**config.mk**
```make
export PLATFORM = sky130hd
export DESIGN_NAME = obstacle_spawner
export DESIGN_NICKNAME = d
export VERILOG_FILES = /design/src/rtl/obstacle_spawner.sv
export SDC_FILE = /design/constraint.sdc
export NUM_CORES = 1
export LEC_CHECK = 0
export ABC_AREA = 1
export BUFFER_PORTS_ARGS = -buffer_cell sky130_fd_sc_hd__buf_2
export CAP_MARGIN = 20
export CORE_UTILIZATION = 31
export CTS_CLUSTER_SIZE = 8
export DETAILED_ROUTE_END_ITERATION = 10
export HOLD_SLACK_MARGIN = 0.03
export PLACE_DENSITY = 0.53
export SKIP_CTS_REPAIR_TIMING = 1
export SYNTH_ARGS = -nofsm -noshare
export SYNTH_HDL_FRONTEND = slang
export SYNTH_SLANG_ARGS = --single-unit
```
**constraint.sdc**
```tcl
create_clock -name clk -period 3.7 [get_ports clk]
set_input_delay 0.74 -clock clk [delete_from_list [all_inputs] [get_ports clk]]
set_output_delay 0.74 -clock clk [all_outputs]
set_load 0.02 [all_outputs]
```
**src/rtl/obstacle_spawner.sv**
```systemverilog
// Dino runner obstacle spawner: schedules spawns from LFSR bits with a randomised
// cooldown and scrolls up to two live obstacles leftward once per game tick.
module obstacle_spawner #(
    parameter int RAND_BITS = 8,
    parameter int X_WIDTH   = 10,
    parameter int SCREEN_W  = 640,
    parameter int MIN_GAP   = 16
) (
    input  logic                 clk,
    input  logic                 rst_n,
    input  logic                 game_tick,
    input  logic                 running,
    input  logic [3:0]           speed,
    input  logic [RAND_BITS-1:0] lfsr_data,
    output logic                 obs0_valid,
    output logic [X_WIDTH-1:0]   obs0_x,
    output logic [1:0]           obs0_type,
    output logic                 obs1_valid,
    output logic [X_WIDTH-1:0]   obs1_x,
    output logic [1:0]           obs1_type,
    output logic                 spawn_pulse
);

    typedef enum logic [1:0] {
        IDLE,
        COOLDOWN,
        ARMED
    } state_t;

    localparam logic [X_WIDTH-1:0] SPAWN_X = X_WIDTH'(SCREEN_W - 1);
    localparam logic [7:0]         GAP     = 8'(MIN_GAP);

    state_t             state, state_next;
    logic [7:0]         count, count_next;
    logic [1:0]         valid_q, valid_next;
    logic [X_WIDTH-1:0] x_q [2];
    logic [X_WIDTH-1:0] x_next [2];
    logic [1:0]         type_q [2];
    logic [1:0]         type_next [2];
    logic               pulse_next;
    logic               spawn;
    logic               slot;
    logic [7:0]         count_dec;
    logic [X_WIDTH-1:0] speed_ext;
    logic               unused_rand;

    assign speed_ext   = X_WIDTH'(speed);
    assign count_dec   = count - 8'd1;
    assign unused_rand = ^lfsr_data;

    // Free-slot decision uses pre-tick valids, so a slot freed on this tick waits a tick.
    assign slot = valid_q[0];

    always_ff @(posedge clk or negedge rst_n) begin
        if (!rst_n) begin
            state       <= IDLE;
            count       <= 8'd0;
            valid_q     <= 2'b00;
            x_q[0]      <= '0;
            x_q[1]      <= '0;
            type_q[0]   <= 2'd0;
            type_q[1]   <= 2'd0;
            spawn_pulse <= 1'b0;
        end else begin
            state       <= state_next;
            count       <= count_next;
            valid_q     <= valid_next;
            x_q[0]      <= x_next[0];
            x_q[1]      <= x_next[1];
            type_q[0]   <= type_next[0];
            type_q[1]   <= type_next[1];
            spawn_pulse <= pulse_next;
        end
    end

    always_comb begin
        state_next   = state;
        count_next   = count;
        valid_next   = valid_q;
        x_next[0]    = x_q[0];
        x_next[1]    = x_q[1];
        type_next[0] = type_q[0];
        type_next[1] = type_q[1];
        pulse_next   = 1'b0;
        spawn        = 1'b0;

        if (!running) begin
            state_next   = IDLE;
            count_next   = 8'd0;
            valid_next   = 2'b00;
            x_next[0]    = '0;
            x_next[1]    = '0;
            type_next[0] = 2'd0;
            type_next[1] = 2'd0;
        end else begin
            case (state)
                IDLE: begin
                    count_next = GAP;
                    state_next = COOLDOWN;
                end
                COOLDOWN: begin
                    if (game_tick) begin
                        count_next = count_dec;
                        if (count_dec == 8'd0) begin
                            state_next = ARMED;
                        end
                    end
                end
                ARMED: begin
                    if (game_tick && !(&valid_q)) begin
                        spawn      = 1'b1;
                        count_next = GAP + {4'b0000, lfsr_data[7:4]};
                        state_next = COOLDOWN;
                    end
                end
                default: begin
                    state_next = IDLE;
                end
            endcase

            // An obstacle that cannot move a full step has left the screen.
            if (game_tick) begin
                for (int i = 0; i < 2; i++) begin
                    if (valid_q[i]) begin
                        if (x_q[i] < speed_ext) begin
                            valid_next[i] = 1'b0;
                        end else begin
                            x_next[i] = x_q[i] - speed_ext;
                        end
                    end
                end
            end

            if (spawn) begin
                valid_next[slot] = 1'b1;
                x_next[slot]     = SPAWN_X;
                type_next[slot]  = lfsr_data[1:0];
                pulse_next       = 1'b1;
            end
        end
    end

    assign obs0_valid = valid_q[0];
    assign obs0_x     = x_q[0];
    assign obs0_type  = type_q[0];
    assign obs1_valid = valid_q[1];
    assign obs1_x     = x_q[1];
    assign obs1_type  = type_q[1];

endmodule
```
---- After elaboration in Yosys (flattened, before gate mapping) ----
Index checks and enable logic that the tools add are counted.
W data, S select, Z words.
cells by class
  add/subtract/negate cells ............... 4
  order comparisons ....................... 6
  eq/ne operators ......................... 7
  muxes and demuxes ....................... 39
  bitwise operators ....................... 5
  reductions and logical operators ........ 9
operator list
  cell                   number
  $mux W20               4
  $mux W10               5
  $mux W8                3
  $pmux W8 S3            1
  $lt A10 B4 Y1          2
  $sub A10 B4 Y10        2
  $mux W2                9
  $or A16 B16 Y16        1
  $demux W10 S1          1
  $mux W1                10
  $ne A3 B3 Y1 const B   3
  $logic_not A8 Y1       1
  $mux W4                2
  $sub A8 B1 Y8 const B  1
  $add A5 B4 Y6 const A  1
  $pmux W2 S3            1
  $reduce_and A3 Y1      2
  $and A4 B4 Y4          1
  $bwmux W4              1
  $ne A4 B1 Y1 const B   1
  $not A4 Y4             1
  $logic_and A1 B1 Y1    3
  $demux W2 S1           1
  $eq A2 B1 Y1 const B   1
  other kinds (12)       12
storage, ports and cells
  bits in registers ....................... 37
  input port bits ......................... 16
  output and inout bits ................... 27
  word-level logic and storage cells ...... 78

---- Logic depth before layout (Yosys ltp) ----
  depth after elaboration ................. 9
  depth in mapped cells ................... 15

---- Worst setup path before layout ----
No wires, ideal clock.
  path kind ............................... input port to flip-flop
  from .................................... in speed[0]
  to ...................................... reg x_q (netlist bit obs0_x[5])
  setup time .............................. 0.132 ns
  arrival ................................. 2.021 ns
  data required time ...................... 3.568 ns
  slack ................................... 1.547 ns
  stages on the path ...................... 11
  path buffers ............................ 0
  cells stage by stage .................... ha_1 -> inv_1 -> fa_1 -> nand3_1 -> nand2_1 -> o21ai_4 -> inv_4 -> nand3_1 -> nand2_1 -> nor2_1 -> nor2_1
RTL lines
  what         line  source
  from (decl)  13    input logic [3:0] speed,
  to (decl)    36    logic [X_WIDTH-1:0] x_q [2];

==> run metrics <==
status finished, final reports clean; clk buf depth 2; Clock Sinks 37; Crit Path Category in2reg; initial antenna violation count 0; TritonCTS clock tree done; top-count cell post-synth nand2_1; clk_lat worst skew 0.29 ns; setup_tns 0 ns; Initial Util 0.3210; YS warnings 0; Die ar. 8407 um^2; # rows 32; Via Count 2188; Final ANT Viol Nets 0; top_reg_cell synth dfrtp_1; vias in the first global route 2092; Achievable Freq 466.7 MHz; Req. time, crit path 3.86 ns; Pwr per Cell Area 530.4 nW/um^2; grt ovf 0; Post-DP HPWL 4297 um; port bufs 40; I/O pins 43; min Tclk post-route 2.143 ns; Area growth syn-to-layout 16.26%; initial DRC count 56; # diodes 0; GRT Util Overall 0.1446; register area share after synthesis 0.3713; vias per cell 4.587; CORE AREA 7767 um^2; H-tree Lvls 2; worst vdd ir 0.2425 mV; leading post-synthesis cells by cell area dfrtp_1, nand2_1, inv_1, ha_1, nand3_1; cell taking the most area after synthesis dfrtp_1; Power, Total 1.538 mW; Mapped Cells 332; Post-Syn Nets 364; Remaining DRCs 0; final setup vio count 0; total CTS buffers 5; final hold viol count 0; fin nets 407; Worst Tran Pin Value 0.8675 ns; Startpoint Class input port; layout cells sized above 1 0.1920; #FFs+latches synth 37; RD Place Congestion 0.8064; WL final 5698 um; drt first pass iters 4; worst-path maximum fanout 7; CTS root buffer clkbuf_8; Syn Area/Cell 7.511 um^2; Worst Setup End Kind flop; commonest cells in the netlist nand2_1, inv_1, dfrtp_1, nand3_1, nor2_1; Die Span X 91.69 um; Unique masters post-synth 35; Leakage 1.611 nW; max-cap violations 0; first-pass GRT wire length 9666 um; relative slew slack 0.4216; CP Data Arrival Time 2.30 ns; Async SR Flop Fraction 1.000; RSZ-0062 raised after global routing no; Die Span Y 91.69 um; WHS 0.5167 ns; Max Clock Skew 0.01482 ns; largest net degree at the start of global routing 38; Final Cycle Share 0.5791; mapped cell area 2494 um^2; Slew Viols, Final 0; Wirelength per Cell 11.95 um; Yosys top cell area share 0.3713; EDFF count, synth 0; clock transition at the registers of the reported paths 0.08 ns; type of the most critical hold path reg2reg
-- state kept, by name (all words and copies together) (netlist names) --
| register | flops |
|---|---|
| spawn_pulse | 1 |
| state | 2 |
| obs0_type | 2 |
| obs1_type | 2 |
| count | 8 |
| valid_q | 2 |
| obs1_x | 10 |
| obs0_x | 10 |
-- cell families (layout without fill, tap and decap cells) --
group / Yosys count / after routing / share of synthesized area
AOI/OAI and AO/OA: 50 / 50 / 0.1249
xor gates and xnor gates: 5 / 5 / 0.01756
buffers and inverters: 61 / 104 / 0.09834
adders and majority gates: 16 / 16 / 0.08630
and+or+nand+nor: 163 / 163 / 0.3016
DFF: 37 / 37 / 0.3713
-- final cells by class --
class | count | area (um^2)
clock buffers | 5 | 68.82
inverters | 57 | 219.0
well taps | 102 | 127.6
repair buffers | 40 | 200.2
multi-input cells | 234 | 1323
clock inverters | 2 | 35.03
flip-flops and latches | 37 | 925.9
fillers | 850 | 4868
-- power breakdown --
| group | leakage [nW] | switching (mW) | total, mW | internal [mW] |
|---|---|---|---|---|
| clock | 0.0540 | 0.148 | 0.344 | 0.196 |
| combinational | 1.05 | 0.436 | 0.665 | 0.229 |
| sequential | 0.510 | 0.0616 | 0.529 | 0.467 |
| total | 1.61 | 0.645 | 1.54 | 0.892 |
-- routing by layer --
layer / GRT usage / routed length [um] / up-vias
met3: 0.02405 / 212 / 8
met5: 0 / 0 / -
li1: - / - / 1150
met2: 0.2243 / 2516 / 37
met4: 0.05078 / 80 / 0
met1: 0.2032 / 2889 / 993
-- final timing paths --
path	start	endpoint	slack (ns)	cells after the start
worst max register to register	obs0_x[0]	obs0_x[5]	1.65	12
min in group asynchronous	rst_n	obs0_x[6]	0.56	1
worst min register to register	state[1]	state[1]	0.52	2
worst min-delay path	state[1]	state[1]	0.52	2
worst max-delay path	speed[0]	obs0_x[5]	1.56	12
max in group asynchronous	rst_n	state[0]	2.59	1
-- per-stage QoR --
| stage | instance area (um^2) | setup WS (ns) | utilization | std cells |
|---|---|---|---|---|
| 2_1_floorplan | 2494 | 1.547 | - | 332 |
| 3_3_place_gp | 2795 | 1.240 | 0.3599 | 470 |
| 3_5_place_dp | 2795 | 1.255 | 0.3599 | 470 |
| 4_1_cts | 2899 | 1.571 | 0.3732 | 477 |
| 5_1_grt | 2899 | 1.437 | 0.3732 | 477 |
| 6_report | 2899 | 1.557 | 0.3732 | 477 |
-- critical path: stages --
cell and delay, ns:
buf_2 0.10, ha_1 0.14, inv_1 0.06, fa_1 0.39, nand3_1 0.08, nand2_1 0.16, o21ai_4 0.30, inv_4 0.07
nand3_1 0.07, nand2_1 0.05, nor2_1 0.09, nor2_1 0.04
-- cell usage in the layout (no fill, tap or decap) --
cell,instances
clkinv_2,1
dfrtp_1,37
o21bai_1,1
ha_1,14
xor2_1,5
clkbuf_8,5
or2_1,3
nor2_1,27
or2_2,1
o22ai_1,2
nand2_4,3
nor2_2,2
inv_4,2
nor2_4,3
nor3_1,5
inv_2,5
fa_1,2
buf_2,40
inv_1,50
nand3_2,1
nand3b_1,1
bufinv_16,1
a21oi_1,16
nand3_1,32
o31ai_1,1
o21ai_4,2
o21ai_1,3
a21boi_2,1
nand4_1,4
a211oi_1,1
o21ai_0,11
nand2_2,3
nand2_1,77
nor3_2,1
a31oi_1,7
a21oi_2,1
o211ai_1,4
Note: power is estimated with default switching activity, not from simulation.
